$ cat src/rtl/lsu_dtcm_ctrl.sv
// Load/store controller for a 32-bit word data TCM with sub-word read-modify-write stores.
// Optional misaligned/reserved-size trapping is enabled with `define LSU_MISALIGN_TRAP_EN.
module lsu_dtcm_ctrl #(
  parameter int AW = 4
) (
  input  logic          i_clk,
  input  logic          i_rstn,
  input  logic          i_req_valid,
  output logic          o_req_ready,
  input  logic          i_req_we,
  input  logic [1:0]    i_req_size,
  input  logic          i_req_unsigned,
  input  logic [31:0]   i_req_addr,
  input  logic [31:0]   i_req_wdata,
  output logic          o_rsp_valid,
  output logic [31:0]   o_rsp_rdata,
  output logic          o_rsp_err,
  output logic [AW-1:0] o_mem_raddr,
  output logic          o_mem_ren,
  input  logic [31:0]   i_mem_rdata,
  output logic [AW-1:0] o_mem_waddr,
  output logic [31:0]   o_mem_wdata,
  output logic          o_mem_wen
);

  typedef enum logic [1:0] {S_IDLE, S_LD_RSP, S_RMW_WR, S_RSP} state_t;

  state_t        r_state;
  logic [AW-1:0] r_addr;
  logic [1:0]    r_off;
  logic [1:0]    r_size;
  logic          r_uns;
  logic [15:0]   r_wdata;
  logic          r_rsp_valid;
  logic          r_rsp_err;

  logic          w_acc, w_err, w_is_word;
  logic          w_ld_go, w_wst_go, w_rmw_go;
  logic [AW-1:0] w_word_addr;
  logic [31:0]   w_merge, w_lane, w_ext;
  logic          w_unused_addr;

  assign w_word_addr   = i_req_addr[AW+1:2];
  assign w_unused_addr = ^i_req_addr[31:AW+2];
  assign w_is_word     = i_req_size[1];

`ifdef LSU_MISALIGN_TRAP_EN
  assign w_err = (i_req_size == 2'b11) ||
                 (i_req_size == 2'b10 && i_req_addr[1:0] != 2'b00) ||
                 (i_req_size == 2'b01 && i_req_addr[0]);
`else
  assign w_err = 1'b0;
`endif

  assign o_req_ready = i_rstn && (r_state == S_IDLE);
  assign w_acc       = i_req_valid && o_req_ready;
  assign w_ld_go     = w_acc && !w_err && !i_req_we;
  assign w_wst_go    = w_acc && !w_err && i_req_we && w_is_word;
  assign w_rmw_go    = w_acc && !w_err && i_req_we && !w_is_word;

  // Reads and word writes go out in the accept cycle; the RMW write follows one cycle later.
  assign o_mem_ren   = w_ld_go || w_rmw_go;
  assign o_mem_raddr = w_word_addr;
  assign o_mem_wen   = i_rstn && ((r_state == S_RMW_WR) || w_wst_go);
  assign o_mem_waddr = (r_state == S_RMW_WR) ? r_addr  : w_word_addr;
  assign o_mem_wdata = (r_state == S_RMW_WR) ? w_merge : i_req_wdata;

  always_comb begin
    w_merge = i_mem_rdata;
    if (r_size == 2'b00) w_merge[{r_off, 3'b000} +: 8]   = r_wdata[7:0];
    else                 w_merge[{r_off[1], 4'b0000} +: 16] = r_wdata;
  end

  always_comb begin
    w_lane = 32'd0;
    w_ext  = i_mem_rdata;
    case (r_size)
      2'b00: begin
        w_lane = i_mem_rdata >> {r_off, 3'b000};
        w_ext  = {{24{!r_uns && w_lane[7]}}, w_lane[7:0]};
      end
      2'b01: begin
        w_lane = i_mem_rdata >> {r_off[1], 4'b0000};
        w_ext  = {{16{!r_uns && w_lane[15]}}, w_lane[15:0]};
      end
      default: w_ext = i_mem_rdata;
    endcase
  end

  assign o_rsp_valid = r_rsp_valid;
  assign o_rsp_err   = r_rsp_err;
  assign o_rsp_rdata = (r_state == S_LD_RSP) ? w_ext : 32'd0;

  always_ff @(posedge i_clk or negedge i_rstn) begin
    if (!i_rstn) begin
      r_state     <= S_IDLE;
      r_addr      <= '0;
      r_off       <= 2'b00;
      r_size      <= 2'b00;
      r_uns       <= 1'b0;
      r_wdata     <= 16'd0;
      r_rsp_valid <= 1'b0;
      r_rsp_err   <= 1'b0;
    end else begin
      case (r_state)
        S_IDLE: begin
          r_rsp_valid <= 1'b0;
          r_rsp_err   <= 1'b0;
          if (w_acc) begin
            r_addr  <= w_word_addr;
            r_off   <= i_req_addr[1:0];
            r_size  <= i_req_size;
            r_uns   <= i_req_unsigned;
            r_wdata <= i_req_wdata[15:0];
            if (w_err) begin
              r_state     <= S_RSP;
              r_rsp_valid <= 1'b1;
              r_rsp_err   <= 1'b1;
            end else if (!i_req_we) begin
              r_state     <= S_LD_RSP;
              r_rsp_valid <= 1'b1;
            end else if (w_is_word) begin
              r_state     <= S_RSP;
              r_rsp_valid <= 1'b1;
            end else begin
              r_state     <= S_RMW_WR;
            end
          end
        end
        S_RMW_WR: begin
          r_state     <= S_RSP;
          r_rsp_valid <= 1'b1;
        end
        default: begin
          r_state     <= S_IDLE;
          r_rsp_valid <= 1'b0;
          r_rsp_err   <= 1'b0;
        end
      endcase
    end
  end

endmodule

$ cat config.mk
export PLATFORM = sky130hd
export DESIGN_NAME = lsu_dtcm_ctrl
export DESIGN_NICKNAME = d
export VERILOG_FILES = /design/src/rtl/lsu_dtcm_ctrl.sv
export SDC_FILE = /design/constraint.sdc
export NUM_CORES = 1
export LEC_CHECK = 0
export CAP_MARGIN = 15
export CORE_MARGIN = 4
export CORE_UTILIZATION = 35
export CTS_BUF_LIST = sky130_fd_sc_hd__clkbuf_2 sky130_fd_sc_hd__clkbuf_4 sky130_fd_sc_hd__clkbuf_8
export DETAILED_ROUTE_END_ITERATION = 8
export PLACE_DENSITY_LB_ADDON = 0.2
export SYNTH_ARGS = -nofsm -noshare
export SYNTH_HDL_FRONTEND = slang
export SYNTH_SLANG_ARGS = --single-unit
$ cat constraint.sdc
create_clock -name i_clk -period 3.31 [get_ports i_clk]
set_clock_uncertainty 0.1 [all_clocks]
set_input_delay 0.662 -clock i_clk [delete_from_list [all_inputs] [get_ports i_clk]]
set_output_delay 0.662 -clock i_clk [all_outputs]
set_load 0.01 [all_outputs]
## Yosys cells after proc, flatten, opt, wreduce, memory -nomap -nowiden

Cells that the tools add are included.

- Flip-flop bits (word level): 28
- Bits in latches: 0
- Memory bits (writable): 0
- Memory bits (read-only): 0
- Input bits: 103
- Output and inout bits: 77
- Logic and storage cells: 51
- Memories: 0

- $add $sub $neg: 2
- Multiply operators: 0
- Divide/modulo/power cells: 0
- $lt $le $gt $ge: 0
- Eq/ne operators: 4
- Shifts and indexed selects: 6
- Mux-type cells: 15
- Bitwise logic cells: 0
- Reduce and logical (&&, ||, !) cells: 17

Operator list:

| kind | number |
|---|---|
| $mux W32 | 3 |
| $bwmux W32 | 2 |
| $pmux W32 S2 | 1 |
| $shift A16 B7 Y32 const A | 1 |
| $shift A8 B7 Y32 const A | 1 |
| $shiftx A16 B7 Y32 | 1 |
| $shiftx A8 B7 Y32 | 1 |
| $shr A32 B5 Y16 | 1 |
| $shr A32 B5 Y8 | 1 |
| $neg A5 Y7 | 2 |
| $logic_and A1 B1 Y1 | 9 |
| $eq A2 B1 Y1 const B | 2 |
| $logic_not A2 Y1 | 2 |
| $mux W1 | 4 |
| $mux W2 | 2 |
| $mux W4 | 1 |
| $pmux W2 S2 | 1 |
| $logic_not A1 Y1 | 3 |
| $eq A2 B2 Y1 const B | 1 |
| $logic_or A1 B1 Y1 | 2 |
| $ne A2 B2 Y1 const B | 1 |
| $pmux W1 S2 | 1 |
| $reduce_and A2 Y1 | 1 |

## Logic depth before layout (Yosys ltp)

- Word-level depth: 7
- Mapped depth: 8
- Mapped depth without buffers: 6

## Least setup slack after synthesis

OpenSTA, ideal clock, no wires.

- Path kind: flip-flop to output port
- Start: register r_off[1]
- End: output port o_mem_wdata[24]
- Arrival: 2.335 ns
- Data required time: 2.548 ns
- Setup slack: 0.213 ns
- Cell stages (with the launch flop): 8
- Path buffers: 2
- Cells stage by stage: dfrtp_1 buf_2 clkbuf_1 inv_1 ha_1 nor4_1 a221oi_1 nor2_1

- Longest elaborated chain between the ends: 5
- Elaborated cells on any way between the ends: 10
- Classes of those cells: add/sub (2); shift (4); mux (4)

Ends and longest elaborated chain:

| element | RTL line | text |
|---|---|---|
| from (decl) | 30 | `logic [1:0] r_off;` |
| from (signal assigned) | 111 | `r_off <= i_req_addr[1:0];` |
| $neg A5 Y7, on equally long branches | 71, 70 |  |
| $shiftx A16 B7 Y32 (tied with other cells) | 71 | `else w_merge[{r_off[1], 4'b0000} +: 16] = r_wdata;` |
| $bwmux W32, on equally long branches | 71, 70 |  |
| $mux W32 * | 70 | `if (r_size == 2'b00) w_merge[{r_off, 3'b000} +: 8] = r_wdata[7:0];` |
| $mux W32 * | 66 | `assign o_mem_wdata = (r_state == S_RMW_WR) ? w_merge : i_req_wdata;` |
| to (decl) | 22 | `output logic [31:0] o_mem_wdata,` |

Every way passes the cells marked *; elsewhere a longest branch is shown, timed or not.

## Final worst setup path

- Start: register r_size[1]
- End: output port o_mem_wdata[20]

- Longest elaborated chain between the ends: 3

Ends and longest elaborated chain:

| element | RTL line | text |
|---|---|---|
| from (decl) | 31 | `logic [1:0] r_size;` |
| from (signal assigned) | 112 | `r_size <= i_req_size;` |
| $logic_not A2 Y1 | 70 |  |
| $mux W32 | 70 |  |
| $mux W32 | 66 |  |

Every way passes these cells.

==> results by group <==
Critical path
  – Worst-path maximum fanout: 17
  – Crit-path max cell delay: 0.57 ns
  – Worst Setup Start Kind: flop
  – WP data arrival: 2.50 ns
  – Worst EP required: 2.55 ns
  – Crit path cell chain: or2_2 > nand2_1 > buf_4 > o22ai_1 > nor2_1 > clkdlybuf4s50_1
  – CP bufs+invs: 2
  – Crit-path leading delay family: buffers and inverters
  – Crit end category: output port
  – WS Path Type: flop to output port
  – Slowest-stage cell, CP: clkdlybuf4s50_1

Drt
  – DRC viols: 0
  – Vias per inst: 5.91
  – Drt first pass iters: 8
  – Total wire length: 13300 um
  – Routed Antenna Nets: 0
  – Iter 0 DRT Violations: 393
  – Via count: 3821
  – Routed len/inst: 20.6 um

Clocking
  – Post-CTS Hold Fix Bufs: 0
  – TritonCTS clock tree: built
  – Number of CTS-inserted buffers: 3
  – Clk pin slew, worst setup/hold paths: 0.12 ns
  – CTS sink count: 28
  – H-Tree Level Count: 1
  – Worst-Skew Late Latency: 0.28 ns
  – Root Buffer: clkbuf_8
  – Clock buffer depth: 2

STA
  – Slew @ Worst Pin: 0.640 ns
  – Final setup viols: 0
  – Pins Over Slew Limit: 0
  – F_max: 307 MHz
  – Worst relative slew slack: 57.2%
  – Final hold violation count: 0
  – Fin crit share: 98.6%
  – RSZ-0062 raised after global routing: true
  – Final period demand of the worst path: 3.26 ns

Yosys
  – Syn nets: 492
  – #FFs+latches synth: 28
  – Post-Syn Area: 3040 um^2
  – Post-synth EDFFs: 0
  – Netlist cell types: 32
  – Yosys warns: 0
  – Syn Inst Count: 384
  – Sequential element share of the synthesized area: 23.0%
  – Syn_area_per_cell: 7.92 um^2
  – Post-synth ARST share: 100%
  – Main synth FF type: dfrtp_1

Cells and area
  – Area Growth Syn to Fin: 60.6%
  – Inserted Diodes: 0
  – Final nets: 651
  – Fraction of layout cells with a size suffix above 1: 22.3%
  – Final core occ: 58.6%
  – Most frequent cells in the layout: clkdlybuf4s50_1 (127), mux2_2 (68), nand2_1 (66)
  – Commonest non-fill, non-tap cell in the layout: clkdlybuf4s50_1
  – Fill cells: 782
  – Cell Count, Final, Fillers Out: 647

Global route
  – GRT Overall Usage: 25.1%
  – Grt ovf: 0
  – Initial antenna violation count: 0
  – Vias in the first global route: 3704
  – Pin count of the biggest net entering global routing: 32
  – First-pass GRT wire length: 20400 um

Place
  – Placed insts: 641
  – Final Wtd Congestion: 0.897
  – IO buf count: 152
  – Hpwl dp: 9930 um

Die
  – Row count: 33
  – Die width: 101 um
  – Die area: 10200 um^2
  – Ports: 180
  – Initial core utilization: 36.5%
  – Die Span Y: 101 um
  – Core ar.: 8340 um^2

Power
  – PD cells: 783 nW/um^2
  – Maximum vdd drop: 0.368 mV
  – Pwr Total: 0.00383 W
  – Leak: 2.12 nW

Flow run
  – Max Cap Violations: 0

Min path
  – Hold Path Class: flop to flop

Run status
  – Status: finished clean
## final cells by class
class	instances	area, um^2	share of cell area, %
Multi-Input combinational cell	313	2170	44.4
Timing Repair Buffer	188	1800	36.8
Sequential cell	28	702	14.4
Tap cell	105	131	2.69
Clock buffer	4	55.1	1.13
Inverter	9	33.8	0.691
## timing repair
action                                  4_1_cts  5_1_grt
buffers inserted                              0        2
pin swaps                                     1        0
gates resized for setup                      21       17
endpoints found under the setup margin       26       34
## metrics by stage
| stage | worst slack, ns | TNS, ns | hold slack [ns] | instance area [um^2] |
|---|---|---|---|---|
| after floorplan | 0.213 | 0 | 0.266 | 3040 |
| final | 0.0478 | 0 | 0.421 | 4890 |
| after global placement | -0.141 | -2.01 | 0.389 | 4780 |
| after detailed placement | -0.171 | -2.49 | 0.401 | 4780 |
| after global routing | -0.0881 | -0.684 | 0.441 | 4890 |
| after CTS | 0.00381 | 0 | 0.427 | 4840 |
## worst reg2reg max path, stage by stage (launching register included)
cell	delay (ns)
dfrtp_1	0.47
nor3b_2	0.21
and2_1	0.18
buf_4	0.38
mux2_2	0.39
## sequential cells by signal (all words and copies together) (netlist names)
name and count:
o_rsp_valid 1, r_addr 4, r_off 2, r_size 2, r_state 2, r_uns 1, r_wdata 16
## cells in the mapped netlist, types with 2 or more instances
cell	number	share of area [%]
mux2_2	68	25
nand2_1	66	8.1
nor2_1	33	4.1
a221oi_1	29	8.3
dfrtp_1	28	23
o21ai_0	28	4.6
o22ai_1	25	5.1
a21oi_1	23	3.8
clkbuf_1	16	2.0
buf_2	10	1.6
inv_1	9	1.1
a222oi_1	7	2.3
buf_4	6	1.5
ha_1	5	2.1
nand2b_1	3	0.62
nand3_1	3	0.49
nor3_1	3	0.49
a21boi_0	2	0.49
a31oi_1	2	0.41
nand4_1	2	0.41
nor2b_1	2	0.41
nor3b_1	2	0.49
nor4_1	2	0.41
or2_2	2	0.41
## path summary, 6_finish.rpt
path	startpoint	to	slack (ns)	cells after the start
setup / recovery	r_size[1]	o_mem_wdata[20]	0.05	6
hold / removal	r_addr[0]	r_addr[0]	0.42	1
setup reg to reg	r_state[0]	r_uns	1.47	4
hold reg to reg	r_addr[0]	r_addr[0]	0.42	1
max in group asynchronous	i_rstn	r_off[1]	2.06	2
min in group asynchronous	i_rstn	r_wdata[8]	0.72	2
## kinds of logic (layout without fill, tap and decap cells)
kind of cell               after synthesis  in the layout  synth area share, %
AOI/OAI and AO/OA                      118            118                 25.9
adders and majority gates                5              5                 2.06
buffers and inverters                   43            201                 6.70
other                                    1              1                0.123
and+or+nand+nor                        121            121                 17.1
DFF                                     28             28                 23.0
muxes                                   68             68                 25.2
## power by group
group / total, W / switching, W / internal (W)
Clock: 0.000235 / 0.000128 / 0.000107
Sequential: 0.000751 / 0.000242 / 0.000509
Combinational: 0.00284 / 0.00140 / 0.00144
Total: 0.00383 / 0.00177 / 0.00206
## routing by layer
layer  share of wire (%)  vias to the layer above  track usage, %
met3                  11                       14            4.27
met5                   0                        -               0
met4                 1.1                        0            4.09
met2                  46                      244            40.7
li1                    -                     1761               -
met1                  42                     1802            35.5
Note: power is estimated with default switching activity, not from simulation.
